File: config.mk
export PLATFORM = sky130hd
export DESIGN_NAME = timer_bcd_up_counter_flat
export DESIGN_NICKNAME = d
export VERILOG_FILES = /design/src/rtl/timer_bcd_up_counter_if.sv /design/src/rtl/timer_bcd_up_counter.sv /design/src/flat_wrapper.sv
export SDC_FILE = /design/constraint.sdc
export NUM_CORES = 1
export LEC_CHECK = 0
export BUFFER_PORTS_ARGS = -buffer_cell sky130_fd_sc_hd__buf_4
export CAP_MARGIN = 20
export CORE_ASPECT_RATIO = 1.75
export CORE_MARGIN = 2
export CORE_UTILIZATION = 55
export CTS_BUF_LIST = sky130_fd_sc_hd__clkbuf_4 sky130_fd_sc_hd__clkbuf_8
export DETAILED_ROUTE_END_ITERATION = 12
export PLACE_DENSITY_LB_ADDON = 0.3
export RECOVER_POWER = 50
export SYNTH_ARGS = -nofsm -noshare
export SYNTH_HDL_FRONTEND = slang
export SYNTH_SLANG_ARGS = --single-unit
export TNS_END_PERCENT = 5
File: constraint.sdc
create_clock -name clk -period 2.7 [get_ports clk]
set_input_delay 0.54 -clock clk [delete_from_list [all_inputs] [get_ports clk]]
set_output_delay 0.54 -clock clk [all_outputs]
set_load 0.005 [all_outputs]
File: src/rtl/timer_bcd_up_counter_if.sv
// rtl/timer_bcd_up_counter_if.sv - control, target and display bundle for the MM:SS up counter
interface timer_bcd_up_counter_if;
    logic       start;
    logic       pause;
    logic       clear;
    logic [3:0] target_min_tens;
    logic [3:0] target_min_units;
    logic [3:0] target_sec_tens;
    logic [3:0] target_sec_units;
    logic [3:0] min_tens;
    logic [3:0] min_units;
    logic [3:0] sec_tens;
    logic [3:0] sec_units;
    logic       running;
    logic       done;
    logic       overflow;

    modport master (
        output start, pause, clear,
        output target_min_tens, target_min_units, target_sec_tens, target_sec_units,
        input  min_tens, min_units, sec_tens, sec_units, running, done, overflow
    );

    modport slave (
        input  start, pause, clear,
        input  target_min_tens, target_min_units, target_sec_tens, target_sec_units,
        output min_tens, min_units, sec_tens, sec_units, running, done, overflow
    );
endinterface

File: src/rtl/timer_bcd_up_counter.sv
// rtl/timer_bcd_up_counter.sv - BCD MM:SS elapsed-time counter with target stop
// Optional macro TIMER_UP_WRAP_EN: wrap 59:59 -> 00:00 instead of saturating.
module timer_bcd_up_counter #(
    parameter int TICKS_PER_SEC = 50000000,
    parameter int PRESC_W       = 26
) (
    input  logic                        clk,
    input  logic                        reset,
    timer_bcd_up_counter_if.slave       bus
);
    typedef enum logic [1:0] {IDLE, RUN, PAUSE, DONE} state_t;

    state_t             state;
    logic [PRESC_W-1:0] presc;
    logic [3:0]         mt, mu, st, su;
    logic [15:0]        tgt;
    logic               running, done, overflow;

    logic [3:0] n_mt, n_mu, n_st, n_su;
    logic       c0, c1, c2, roll;
    logic       sec_tick, tgt_valid, tgt_hit;

    // Ripple carry through the four digits; roll marks the 59:59 -> 00:00 edge.
    always_comb begin
        c0   = (su == 4'd9);
        n_su = c0 ? 4'd0 : su + 4'd1;
        c1   = c0 && (st == 4'd5);
        n_st = c0 ? ((st == 4'd5) ? 4'd0 : st + 4'd1) : st;
        c2   = c1 && (mu == 4'd9);
        n_mu = c1 ? ((mu == 4'd9) ? 4'd0 : mu + 4'd1) : mu;
        roll = c2 && (mt == 4'd5);
        n_mt = c2 ? ((mt == 4'd5) ? 4'd0 : mt + 4'd1) : mt;
    end

    assign sec_tick  = (presc == PRESC_W'(TICKS_PER_SEC - 1));
    assign tgt_valid = (bus.target_min_tens <= 4'd5) && (bus.target_min_units <= 4'd9) &&
                       (bus.target_sec_tens <= 4'd5) && (bus.target_sec_units <= 4'd9);
    assign tgt_hit   = (tgt != 16'd0) && ({n_mt, n_mu, n_st, n_su} == tgt);

    always_ff @(posedge clk) begin
        if (reset || bus.clear) begin
            state    <= IDLE;
            presc    <= '0;
            {mt, mu, st, su} <= 16'd0;
            running  <= 1'b0;
            done     <= 1'b0;
            overflow <= 1'b0;
            if (reset)
                tgt <= 16'd0;
        end else begin
`ifdef TIMER_UP_WRAP_EN
            overflow <= 1'b0;
`endif
            case (state)
                IDLE: begin
                    if (bus.start && !bus.pause && tgt_valid) begin
                        tgt     <= {bus.target_min_tens, bus.target_min_units,
                                    bus.target_sec_tens, bus.target_sec_units};
                        presc   <= '0;
                        state   <= RUN;
                        running <= 1'b1;
                    end
                end
                RUN: begin
                    if (bus.pause) begin
                        state   <= PAUSE;
                        running <= 1'b0;
                    end else if (!sec_tick) begin
                        presc <= presc + 1'b1;
                    end else begin
                        presc <= '0;
                        if (roll) begin
`ifdef TIMER_UP_WRAP_EN
                            {mt, mu, st, su} <= 16'd0;
                            overflow         <= 1'b1;
`else
                            state    <= DONE;
                            running  <= 1'b0;
                            done     <= 1'b1;
                            overflow <= 1'b1;
`endif
                        end else begin
                            {mt, mu, st, su} <= {n_mt, n_mu, n_st, n_su};
                            if (tgt_hit) begin
                                state   <= DONE;
                                running <= 1'b0;
                                done    <= 1'b1;
                            end
                        end
                    end
                end
                PAUSE: begin
                    if (bus.start && !bus.pause) begin
                        state   <= RUN;
                        running <= 1'b1;
                    end
                end
                default: ;
            endcase
        end
    end

    assign bus.min_tens  = mt;
    assign bus.min_units = mu;
    assign bus.sec_tens  = st;
    assign bus.sec_units = su;
    assign bus.running   = running;
    assign bus.done      = done;
    assign bus.overflow  = overflow;
endmodule
File: src/flat_wrapper.sv
// flat-port wrapper written by rule: the top's interface ports become plain ports
module timer_bcd_up_counter_flat 
#(
    parameter int TICKS_PER_SEC = 50000000,
    parameter int PRESC_W       = 26
)
  (clk, reset, bus_start, bus_pause, bus_clear, bus_target_min_tens, bus_target_min_units, bus_target_sec_tens, bus_target_sec_units, bus_min_tens, bus_min_units, bus_sec_tens, bus_sec_units, bus_running, bus_done, bus_overflow);
  timer_bcd_up_counter_if bus_i ();
  input  logic clk;
  input  logic reset;
  input wire logic [$bits(bus_i.start)-1:0] bus_start;
  input wire logic [$bits(bus_i.pause)-1:0] bus_pause;
  input wire logic [$bits(bus_i.clear)-1:0] bus_clear;
  input wire logic [$bits(bus_i.target_min_tens)-1:0] bus_target_min_tens;
  input wire logic [$bits(bus_i.target_min_units)-1:0] bus_target_min_units;
  input wire logic [$bits(bus_i.target_sec_tens)-1:0] bus_target_sec_tens;
  input wire logic [$bits(bus_i.target_sec_units)-1:0] bus_target_sec_units;
  output wire logic [$bits(bus_i.min_tens)-1:0] bus_min_tens;
  output wire logic [$bits(bus_i.min_units)-1:0] bus_min_units;
  output wire logic [$bits(bus_i.sec_tens)-1:0] bus_sec_tens;
  output wire logic [$bits(bus_i.sec_units)-1:0] bus_sec_units;
  output wire logic [$bits(bus_i.running)-1:0] bus_running;
  output wire logic [$bits(bus_i.done)-1:0] bus_done;
  output wire logic [$bits(bus_i.overflow)-1:0] bus_overflow;
  assign bus_i.start = bus_start;
  assign bus_i.pause = bus_pause;
  assign bus_i.clear = bus_clear;
  assign bus_i.target_min_tens = bus_target_min_tens;
  assign bus_i.target_min_units = bus_target_min_units;
  assign bus_i.target_sec_tens = bus_target_sec_tens;
  assign bus_i.target_sec_units = bus_target_sec_units;
  assign bus_min_tens = bus_i.min_tens;
  assign bus_min_units = bus_i.min_units;
  assign bus_sec_tens = bus_i.sec_tens;
  assign bus_sec_units = bus_i.sec_units;
  assign bus_running = bus_i.running;
  assign bus_done = bus_i.done;
  assign bus_overflow = bus_i.overflow;
  timer_bcd_up_counter #(.TICKS_PER_SEC(TICKS_PER_SEC), .PRESC_W(PRESC_W)) u_core (.clk(clk), .reset(reset), .bus(bus_i));
endmodule
==> results by group, run 1 <==
Status
  – Status: completed

Setup path
  – CP Max Fanout: 5
  – CP Depth: 9
  – CP arrival: 2830 ps
  – Data required, critical path: about 3000 ps
  – Crit. Startpoint: u_core.bus.sec_tens[0]$_SDFFE_PN0P_
  – Reg2reg setup slack: between 100 and 150 ps
  – Worst reg2reg endpoint: u_core.bus.running$_SDFFE_PN0P_
  – Critical Path End: u_core.bus.running$_SDFFE_PN0P_
  – Critical Path Slowest Stage Cell: or4_4
  – Top Family by Delay on Critical Path: simple AND/OR/NAND/NOR gates
  – WP buf/inv: 0
  – Setup CP Type: reg -> reg
  – CP Launch Type: register
  – Max stage delay on crit path: ~510 ps
  – Crit. End Element: register
  – Critical-path cell list: ha_2, and3b_1, nor3_1, or4_4, a2111oi_2, nand4_1, o31ai_2, a21oi_1, o221a_1
  – Worst R2R Start: u_core.bus.sec_tens[0]$_SDFFE_PN0P_
  – Cell depth of the worst flop-to-flop path: 9

Yosys
  – Top FF cell, synth: dfxtp_1
  – Register bit total from synthesis: 63
  – Post-synth EDFFs: 16
  – Post-synth net total: about 470
  – Cell area after synthesis: 3670 µm²
  – Syn_area_per_cell: approximately 8.3 µm²
  – Top cells by area, synth: dfxtp_1 26%, edfxtp_1 13%, nor2_1 5.3%, a21oi_1 4.2%, nand2_1 4.2%
  – Post-synthesis async set-or-reset flop share: 0%
  – Most area-hungry cell type in the Yosys netlist: dfxtp_1
  – Post-Syn Instances: 443
  – Sequential element share of the synthesized area: approximately 39%
  – Synth warn: 0
  – Netlist cell types: 59
  – Top-area cell type share of the netlist area: 25.6%

Timing
  – Fin Hold WS: ~470 ps
  – Post-Route Skew: between 7 and 8 ps
  – Crit path time final: about 2600 ps
  – Final Hold Fails: 0
  – Slew @ Worst Pin: approximately 840 ps
  – Period utilization: a little over nine tenths
  – Final setup violation count: 0
  – Max frequency: 388 MHz
  – Final WS setup: 120 ps
  – RSZ-0062 raised after global routing: false
  – Slew Limit Headroom: between 40% and 50%
  – Setup TNS: 0 ps
  – Max-slew violations: 0

Placement
  – Routability congestion estimate: just over 1
  – Pre-CTS setup slack: 13.5 ps
  – DPL Wire Length: roughly 7400 µm
  – DP Area: between 4000 and 5000 µm²
  – Port bufs: 39

Clock network
  – Clk slew on worst S/H paths: ~80 ps
  – Root buffer cell: clkbuf_8
  – Clock Path Buffers: 2
  – Setup Buffers After CTS: 0
  – H-tree levels: 3
  – Clk sinks: 63
  – CTS tree: yes
  – TritonCTS Buffers: 9
  – Worst-Skew Late Latency: 350 ps

Global routing
  – Vias in the first global route: approximately 3500
  – Grt ovf: 0
  – GRT Util Overall: between 20% and 30%
  – First-pass GRT wire length: 16300 µm
  – Initial antenna violation count: 0
  – Largest net degree at the start of global routing: 31

Drt
  – Avg WL per Cell: approximately 17 µm
  – Via Count: about 3600
  – DR pass1 iterations: 5
  – DRT iter0 DRCs: 207
  – Drt via density: roughly 6.1
  – # DRC: 0
  – Final wirelength: 9890 µm
  – Antenna-violating nets left: 0

Power
  – VDD IR-drop max: 447 µV
  – Total power: ~2 mW
  – Power per standard cell area: 455 nW/µm²
  – Cell leakage power: ~1.6 nW

Floorplan
  – IO Pins: 40
  – Core ar.: 6490 µm²
  – # rows: 39
  – Starting Density: 56.6%
  – Die width: 65.8 µm
  – Vert. Die Dim: 112 µm
  – Die area: ~7400 µm²

Layout
  – Most common cell after layout, fill and taps aside: nor2_1
  – N_diodes: 0
  – Layout cells sized above 1: between 10% and 20%
  – Most frequent cells in the layout: 52 x nor2_1, 46 x buf_4, 44 x dfxtp_1
  – Area Overhead vs Synth: 19.8%
  – Fin nets: about 530
  – Cell area after layout: roughly 4400 µm²

Flow run
  – Max_cap viols: 0

Min path
  – Worst hold stages: 2
  – Worst hold path class: in -> reg
[flip-flops by register name, indices dropped and copies added, names as in the netlist]
| name | cells |
|---|---|
| u_core.bus.min_units | 4 |
| u_core.bus.done | 1 |
| u_core.bus.min_tens | 4 |
| u_core.bus.sec_units | 4 |
| u_core.bus.sec_tens | 4 |
| u_core.tgt | 16 |
| u_core.bus.overflow | 1 |
| u_core.presc | 26 |
| u_core.bus.running | 1 |
| u_core.state | 2 |
[worst register-to-register path, delay by kind of cell (launching register included)]
kind | cells | cell delay (ps)
flip-flops | 1 | 390
adder cells (fa/ha/maj) | 1 | 240
AND/OR/NAND/NOR | 4 | 950
AO/OA/AOI/OAI | 4 | 900
[layer usage]
layer / vias up / routed length, µm / track usage (%)
li1: 1730 / - / -
met1: 1699 / 3520 / 28.6
met2: 132 / 5540 / 53.7
met3: 34 / 390 / 4.51
met4: 0 / 433 / 16.9
met5: - / 0 / 0
[final cells by class]
type	count	area, µm²
inverters	12	45.0
clock inverters	7	96.3
multi-input cells	347	2140
clock buffers	9	124
well taps	82	103
fillers	560	2090
repair buffers	65	467
flip-flops and latches	63	1430
[through the flow]
stage | instances | util, %
3_5_place_dp | 569 | 64.4
4_1_cts | 585 | 67.9
3_3_place_gp | 569 | 64.4
6_report | 585 | 67.7
2_1_floorplan | 443 | -
5_1_grt | 585 | 67.7
[repair_timing]
item	4_1_cts	5_1_grt
pin swaps	0	0
hold buffers	0	0
gates resized for setup	1	6
endpoints found under the setup margin	1	2
[cell usage after synthesis (3+ instances only)]
cell type / instances
a211oi_1: 3
a21o_1: 3
a21oi_1: 31
a311oi_1: 7
a31oi_1: 9
and2_1: 19
and3_1: 6
and3b_1: 4
and4_1: 3
clkbuf_1: 17
dfxtp_1: 47
edfxtp_1: 16
ha_1: 7
inv_1: 12
mux2i_1: 6
nand2_1: 41
nand3_1: 19
nand3b_1: 3
nand4_1: 10
nor2_1: 52
nor2b_1: 6
nor3_1: 18
nor3b_1: 3
nor4_1: 10
o21a_1: 3
o21ai_0: 21
o31ai_1: 3
or3_1: 6
xnor2_1: 7
xor2_1: 13
[cells by family after synthesis]
group	after synthesis	share of synthesized area [%]
and+or+nand+nor	215	31.3
AOI/OAI and AO/OA	99	17.5
DFF	63	38.7
buffers and inverters	33	3.71
xor gates and xnor gates	20	4.77
adders and majority gates	7	2.39
muxes	6	1.64
[worst min path at each step]
stage | start | endpoint
finish | bus_target_sec_tens[0] | u_core.tgt[4]$_SDFFCE_PN0P_
global route | bus_target_min_units[3] | u_core.tgt[11]$_SDFFCE_PN0P_
CTS | bus_target_sec_tens[0] | u_core.tgt[4]$_SDFFCE_PN0P_
detailed placement | u_core.presc[1]$_SDFFE_PN0P_ | u_core.presc[1]$_SDFFE_PN0P_
global placement | u_core.presc[1]$_SDFFE_PN0P_ | u_core.presc[1]$_SDFFE_PN0P_
floorplan | u_core.presc[22]$_SDFFE_PN0P_ | u_core.presc[22]$_SDFFE_PN0P_
[report_power, final]
| group | leakage (nW) | internal [mW] | switching (mW) | total [mW] |
|---|---|---|---|---|
| registers | 0.549 | 0.981 | 0.0166 | 0.997 |
| logic | 0.918 | 0.0400 | 0.0469 | 0.0869 |
| clock network | 0.102 | 0.520 | 0.398 | 0.919 |
Power figures use the tool's default switching activity.
==> run 2: changes to the inputs <==
- ABC_AREA: default -> 0
- RECOVER_POWER: 50 -> 25
==> run 2 against run 1 <==
Sequential share of layout area fell by 0.083 points. Count of clock-buffer cells in the layout did not move. Utilization rose by 0.17 points. Largest cell class unchanged. Total power barely moved.
==> results by group, run 2 (synthesis results as in run 1) <==
Status
  – Status: completed

Clock network
  – Worst-Skew Late Latency: 360 ps
  – Clock Path Buffers: 2
  – H-tree levels: 3
  – CTS Hold Bufs: 0
  – CTS tree: yes
  – Clk slew on worst S/H paths: 80 ps
  – Root buffer cell: clkbuf_8
  – TritonCTS Buffers: 9
  – Clk sinks: 63

Setup path
  – CP Launch Type: register
  – Data required, critical path: 2950 ps
  – CP Max Fanout: 5
  – Worst R2R Start: u_core.bus.sec_tens[0]$_SDFFE_PN0P_
  – Crit. End Element: register
  – CP arrival: between 2000 and 3000 ps
  – Cell depth of the worst flop-to-flop path: 9
  – Setup CP Type: reg -> reg
  – Worst reg2reg endpoint: u_core.bus.running$_SDFFE_PN0P_
  – Reg2reg setup slack: 110 ps

Timing
  – Final Hold Fails: 0
  – Post-Route Skew: about 6.5 ps
  – Setup TNS: 0 ps
  – Max-slew violations: 0
  – Max frequency: between 300 and 400 MHz
  – Final setup violation count: 0
  – Final WS setup: approximately 110 ps
  – Slew Limit Headroom: 53.4%
  – Slew @ Worst Pin: just under 700 ps
  – Fin Hold WS: 463 ps
  – Crit path time final: roughly 2600 ps
  – Period utilization: 95.8%
  – RSZ-0062 raised after global routing: false

Flow run
  – Max_cap viols: 0

Placement
  – Pre-CTS setup slack: around 14 ps
  – Inst Count DP: roughly 570
  – Routability congestion estimate: just over 1
  – Port bufs: 39
  – DPL Wire Length: between 7000 and 8000 µm

Global routing
  – Largest net degree at the start of global routing: 31
  – Grt ovf: 0
  – GRT Util Overall: roughly 29%
  – First-pass GRT wire length: around 16000 µm
  – Grt met2 use: 53.7%
  – Initial antenna violation count: 0
  – Met1 GRT Util: between 20% and 30%
  – Most Crowded Layer GR: met2
  – Vias in the first global route: roughly 3500
  – Met3 GRT Util: 4.51%

Power
  – VDD IR-drop max: approximately 450 µV
  – Cell leakage power: between 1.5 and 2 nW
  – Total power: between 2 and 2.5 mW
  – Power per standard cell area: 455 nW/µm²

Layout
  – Fillers: 554
  – Most frequent cells in the layout: 54 x buf_4, 52 x nor2_1, 44 x dfxtp_1
  – Largest register FFs: 26
  – Largest register by flop count: u_core.presc
  – Fin nets: between 500 and 600
  – Area Overhead vs Synth: 20.1%
  – N_diodes: 0
  – Most common cell after layout, fill and taps aside: buf_4
  – Layout cells sized above 1: between 15 and 20%
  – Top flop regs: u_core.presc x26, u_core.tgt x16
  – Finished Layout Cells: just under 600

Floorplan
  – # rows: 39
  – IO Pins: 40
  – Die width: roughly 66 µm
  – Vert. Die Dim: between 100 and 150 µm
  – Die area: approximately 7400 µm²
  – Core ar.: 6490 µm²
  – Starting Density: 56.6%

Drt
  – Drt via density: 6.10
  – Avg WL per Cell: about 17 µm
  – DR pass1 iterations: 4
  – Antenna-violating nets left: 0
  – Via Count: 3568
  – DRT iter0 DRCs: slightly below 200
  – # DRC: 0
  – Final wirelength: 9880 µm

Min path
  – Hold_sp: bus_target_sec_tens[0]
  – Worst hold stages: 2
  – Min-Delay Endpoint: u_core.tgt[4]$_SDFFCE_PN0P_
  – Worst hold path class: in -> reg
-- run 2: cell types whose count changed in the layout (fill, tap and decap cells not counted), sizes merged --
cell	before	now
buf	47	55
clkbuf	27	19
-- run 2: layout make-up --
class / instances / area [µm²] / area share, %
multi-input cells: 347 / 2140 / 48.5
inverters: 12 / 45.0 / 1.02
well taps: 82 / 103 / 2.33
clock buffers: 9 / 124 / 2.81
repair buffers: 65 / 478 / 10.8
clock inverters: 7 / 96.3 / 2.19
flip-flops and latches: 63 / 1430 / 32.3
-- run 2: metal layers --
| layer | vias up | share of wire, % | wire length (µm) |
|---|---|---|---|
| met2 | 110 | 56 | 5530 |
| met5 | - | 0 | 0 |
| li1 | 1727 | - | - |
| met4 | 0 | 5.1 | 502 |
| met3 | 39 | 4.0 | 396 |
| met1 | 1692 | 35 | 3450 |
-- run 2: how the worst max path moves through the flow --
| stage | start | to | slack, ps | cells after the start |
|---|---|---|---|---|
| after CTS | u_core.bus.sec_units[0]$_SDFFE_PN0P_ | u_core.bus.running$_SDFFE_PN0P_ | 30 | 9 |
| after global routing | u_core.bus.sec_units[2]$_SDFFE_PN0P_ | u_core.bus.running$_SDFFE_PN0P_ | 4 | 9 |
| after floorplan | u_core.bus.sec_tens[0]$_SDFFE_PN0P_ | u_core.bus.running$_SDFFE_PN0P_ | 80 | 9 |
| after detailed placement | u_core.bus.sec_units[0]$_SDFFE_PN0P_ | u_core.bus.running$_SDFFE_PN0P_ | 10 | 9 |
| after global placement | u_core.bus.sec_units[0]$_SDFFE_PN0P_ | u_core.bus.running$_SDFFE_PN0P_ | 100 | 9 |
| final | u_core.bus.sec_tens[0]$_SDFFE_PN0P_ | u_core.bus.running$_SDFFE_PN0P_ | 110 | 9 |
-- run 2: repair_timing --
item / 4_1_cts / 5_1_grt
endpoints found under the hold margin: 0 / 0
setup endpoints to repair: 1 / 2
setup buffers: 0 / 0
gates resized for setup: 1 / 6
-- run 2: power breakdown --
group          switching (mW)  internal (mW)  leakage (nW)
Combinational          0.0464         0.0408         0.934
Sequential             0.0165          0.980         0.549
Clock                   0.399          0.520         0.102
Total                   0.462           1.54          1.58
-- run 2: critical path, cell delays in order, from the launching register on --
cell       delay (ps)
dfxtp_1           390
ha_2              240
and3b_1           200
nor3_1             70
or4_4             520
a2111oi_2         300
nand4_1           170
o31ai_2           250
a21oi_1           130
o221a_1           210
-- run 2: metrics by stage --
step	utilization (%)	cell area, µm²
after detailed placement	64.4	4180
after floorplan	-	3670
after global placement	64.4	4180
final	67.9	4410
after global routing	67.9	4410
after CTS	67.9	4410
==> run 3: changes to the inputs <==
- CORE_MARGIN: 2 -> 5
==> run 3 against run 2 <==
First-iteration DRC count rose by 28%. Clock power is 0.9% higher. Cell area increased by 0.60%.
==> results by group, run 3 (synthesis results as in run 1) <==
Layout
  – Largest register by flop count: u_core.presc
  – Most common cell after layout, fill and taps aside: buf_4
  – Fillers: 571
  – Largest register FFs: 26
  – Layout cells sized above 1: between 15 and 20%
  – Multi-input combinational cell area: 2140 µm²
  – FF+latch area: around 1400 µm²
  – Top flop regs: u_core.presc x26, u_core.tgt x16
  – Most frequent cells in the layout: 59 x buf_4, 52 x nor2_1, 43 x dfxtp_1
  – Area Overhead vs Synth: 20.8%
  – Fin nets: about 530
  – N_diodes: 0
  – Finished Layout Cells: around 590

Clock network
  – Root buffer cell: clkbuf_8
  – H-tree levels: 3
  – Clk slew on worst S/H paths: roughly 70 ps
  – CTS tree: yes
  – Worst-Skew Late Latency: roughly 360 ps
  – Clk sinks: 63
  – Clock Path Buffers: 2
  – TritonCTS Buffers: 9

Setup path
  – Critical Path Slowest Stage Cell: or4_4
  – Top Family by Delay on Critical Path: compound AO/OA/AOI/OAI gates
  – CP Launch Type: register
  – WP buf/inv: 1
  – Critical-path cell list: nor4bb_2, buf_4, and3_1, or4_4, a2111oi_2, nand4_1, o31ai_2, a21oi_2, o221a_1
  – CP arrival: 2840 ps
  – Crit. End Element: register
  – Setup CP Type: reg -> reg
  – Data required, critical path: 2950 ps
  – Max stage delay on crit path: 480 ps
  – CP Max Fanout: 7

Timing
  – Period utilization: roughly 96%
  – Final setup violation count: 0
  – Crit path time final: approximately 2600 ps
  – RSZ-0062 raised after global routing: false
  – Max-slew violations: 0
  – Setup TNS: 0 ps
  – Max frequency: 386 MHz
  – Slew @ Worst Pin: slightly below 900 ps
  – Post-Route Skew: 11.7 ps
  – Final Hold Fails: 0
  – Slew Limit Headroom: between 40% and 50%

Power
  – Cell leakage power: 1.61 nW
  – VDD IR-drop max: between 400 and 500 µV
  – Power per standard cell area: between 400 and 500 nW/µm²

Floorplan
  – Core ar.: about 6500 µm²
  – Die area: about 8500 µm²
  – # rows: 39
  – Vert. Die Dim: 118 µm
  – Die width: a little over 70 µm
  – Starting Density: ~56%
  – IO Pins: 40

Drt
  – Drt via density: 6.03
  – DR pass1 iterations: 5
  – Antenna-violating nets left: 0
  – Avg WL per Cell: between 15 and 20 µm
  – # DRC: 0
  – Via Count: 3543
  – DRT iter0 DRCs: ~250
  – Final wirelength: 10200 µm

Global routing
  – Vias in the first global route: 3495
  – First-pass GRT wire length: between 15000 and 20000 µm
  – Grt ovf: 0
  – Initial antenna violation count: 0
  – GRT Util Overall: 24.7%
  – Largest net degree at the start of global routing: 31

Flow run
  – Max_cap viols: 0

Placement
  – Inst Count DP: 570
  – DPL Wire Length: 7460 µm
  – Port bufs: 39
  – Routability congestion estimate: between 0.9 and 1

Min path
  – Worst hold path class: in -> reg

Status
  – Status: completed
run 3: changes by cell type in the layout (fill, tap and decap cells not counted), moves of 3 or more:
cell / before / now
clkinvlp_4: 3 / 0
clkbuf_1: 6 / 3
clkbuf_4: 4 / 8
buf_4: 54 / 59
run 3: area by class of cell:
| type | instances | share of cell area [%] |
|---|---|---|
| Inverter | 12 | 1.02 |
| Clock buffer | 12 | 3.44 |
| Clock inverter | 4 | 1.55 |
| Multi-Input combinational cell | 347 | 48.3 |
| Sequential cell | 63 | 32.2 |
| Tap cell | 82 | 2.31 |
| Timing Repair Buffer | 68 | 11.3 |
run 3: worst reg2reg max path: stages (launching register included):
cell and delay [ps]:
dfxtp_1 440, nor4bb_2 90, buf_4 170, and3_1 190
or4_4 480, a2111oi_2 300, nand4_1 150, o31ai_2 350
a21oi_2 110, o221a_1 220
run 3: final timing paths:
kind / from / end / slack [ps] / cells after the start
max: u_core.bus.sec_units[2]$_SDFFE_PN0P_ / u_core.bus.running$_SDFFE_PN0P_ / 110 / 9
min: bus_target_min_units[0] / u_core.tgt[8]$_SDFFCE_PN0P_ / 470 / 2
max reg2reg: u_core.bus.sec_units[2]$_SDFFE_PN0P_ / u_core.bus.running$_SDFFE_PN0P_ / 110 / 9
min reg2reg: u_core.presc[1]$_SDFFE_PN0P_ / u_core.presc[1]$_SDFFE_PN0P_ / 480 / 2
run 3: routing by layer:
| metal | GRT usage [%] | routed length (µm) | vias to the layer above |
|---|---|---|---|
| met3 | 3.93 | 552 | 32 |
| met1 | 25.7 | 3710 | 1644 |
| met4 | 15.2 | 466 | 0 |
| li1 | - | - | 1737 |
| met2 | 44.4 | 5460 | 130 |
| met5 | 0 | 0 | - |
run 3: timing repair:
item	in CTS	in global routing
hold buffers	0	0
hold endpoints to repair	0	0
setup buffers	0	2
setup endpoints to repair	0	1
resized for setup	0	10
run 3: power breakdown:
group          switching, mW  total (mW)  internal (mW)
Combinational         0.0484      0.0905         0.0421
Clock                  0.366       0.927          0.561
Sequential            0.0147       0.995          0.981
Total                  0.429        2.01           1.58
run 3: metrics by stage:
| step | total power [mW] | setup slack, ps | cell area (µm²) | hold slack, ps | utilization (%) |
|---|---|---|---|---|---|
| floorplan | 1.06 | 80.6 | 3670 | 440 | - |
| global placement | 1.11 | 167 | 4180 | 456 | 63.9 |
| detailed placement | 1.11 | 73.5 | 4180 | 466 | 63.9 |
| CTS | 2.03 | 65.7 | 4400 | 455 | 67.3 |
| global route | 2.08 | 6.86 | 4430 | 468 | 67.8 |
| finish | 2.01 | 108 | 4430 | 467 | 67.8 |
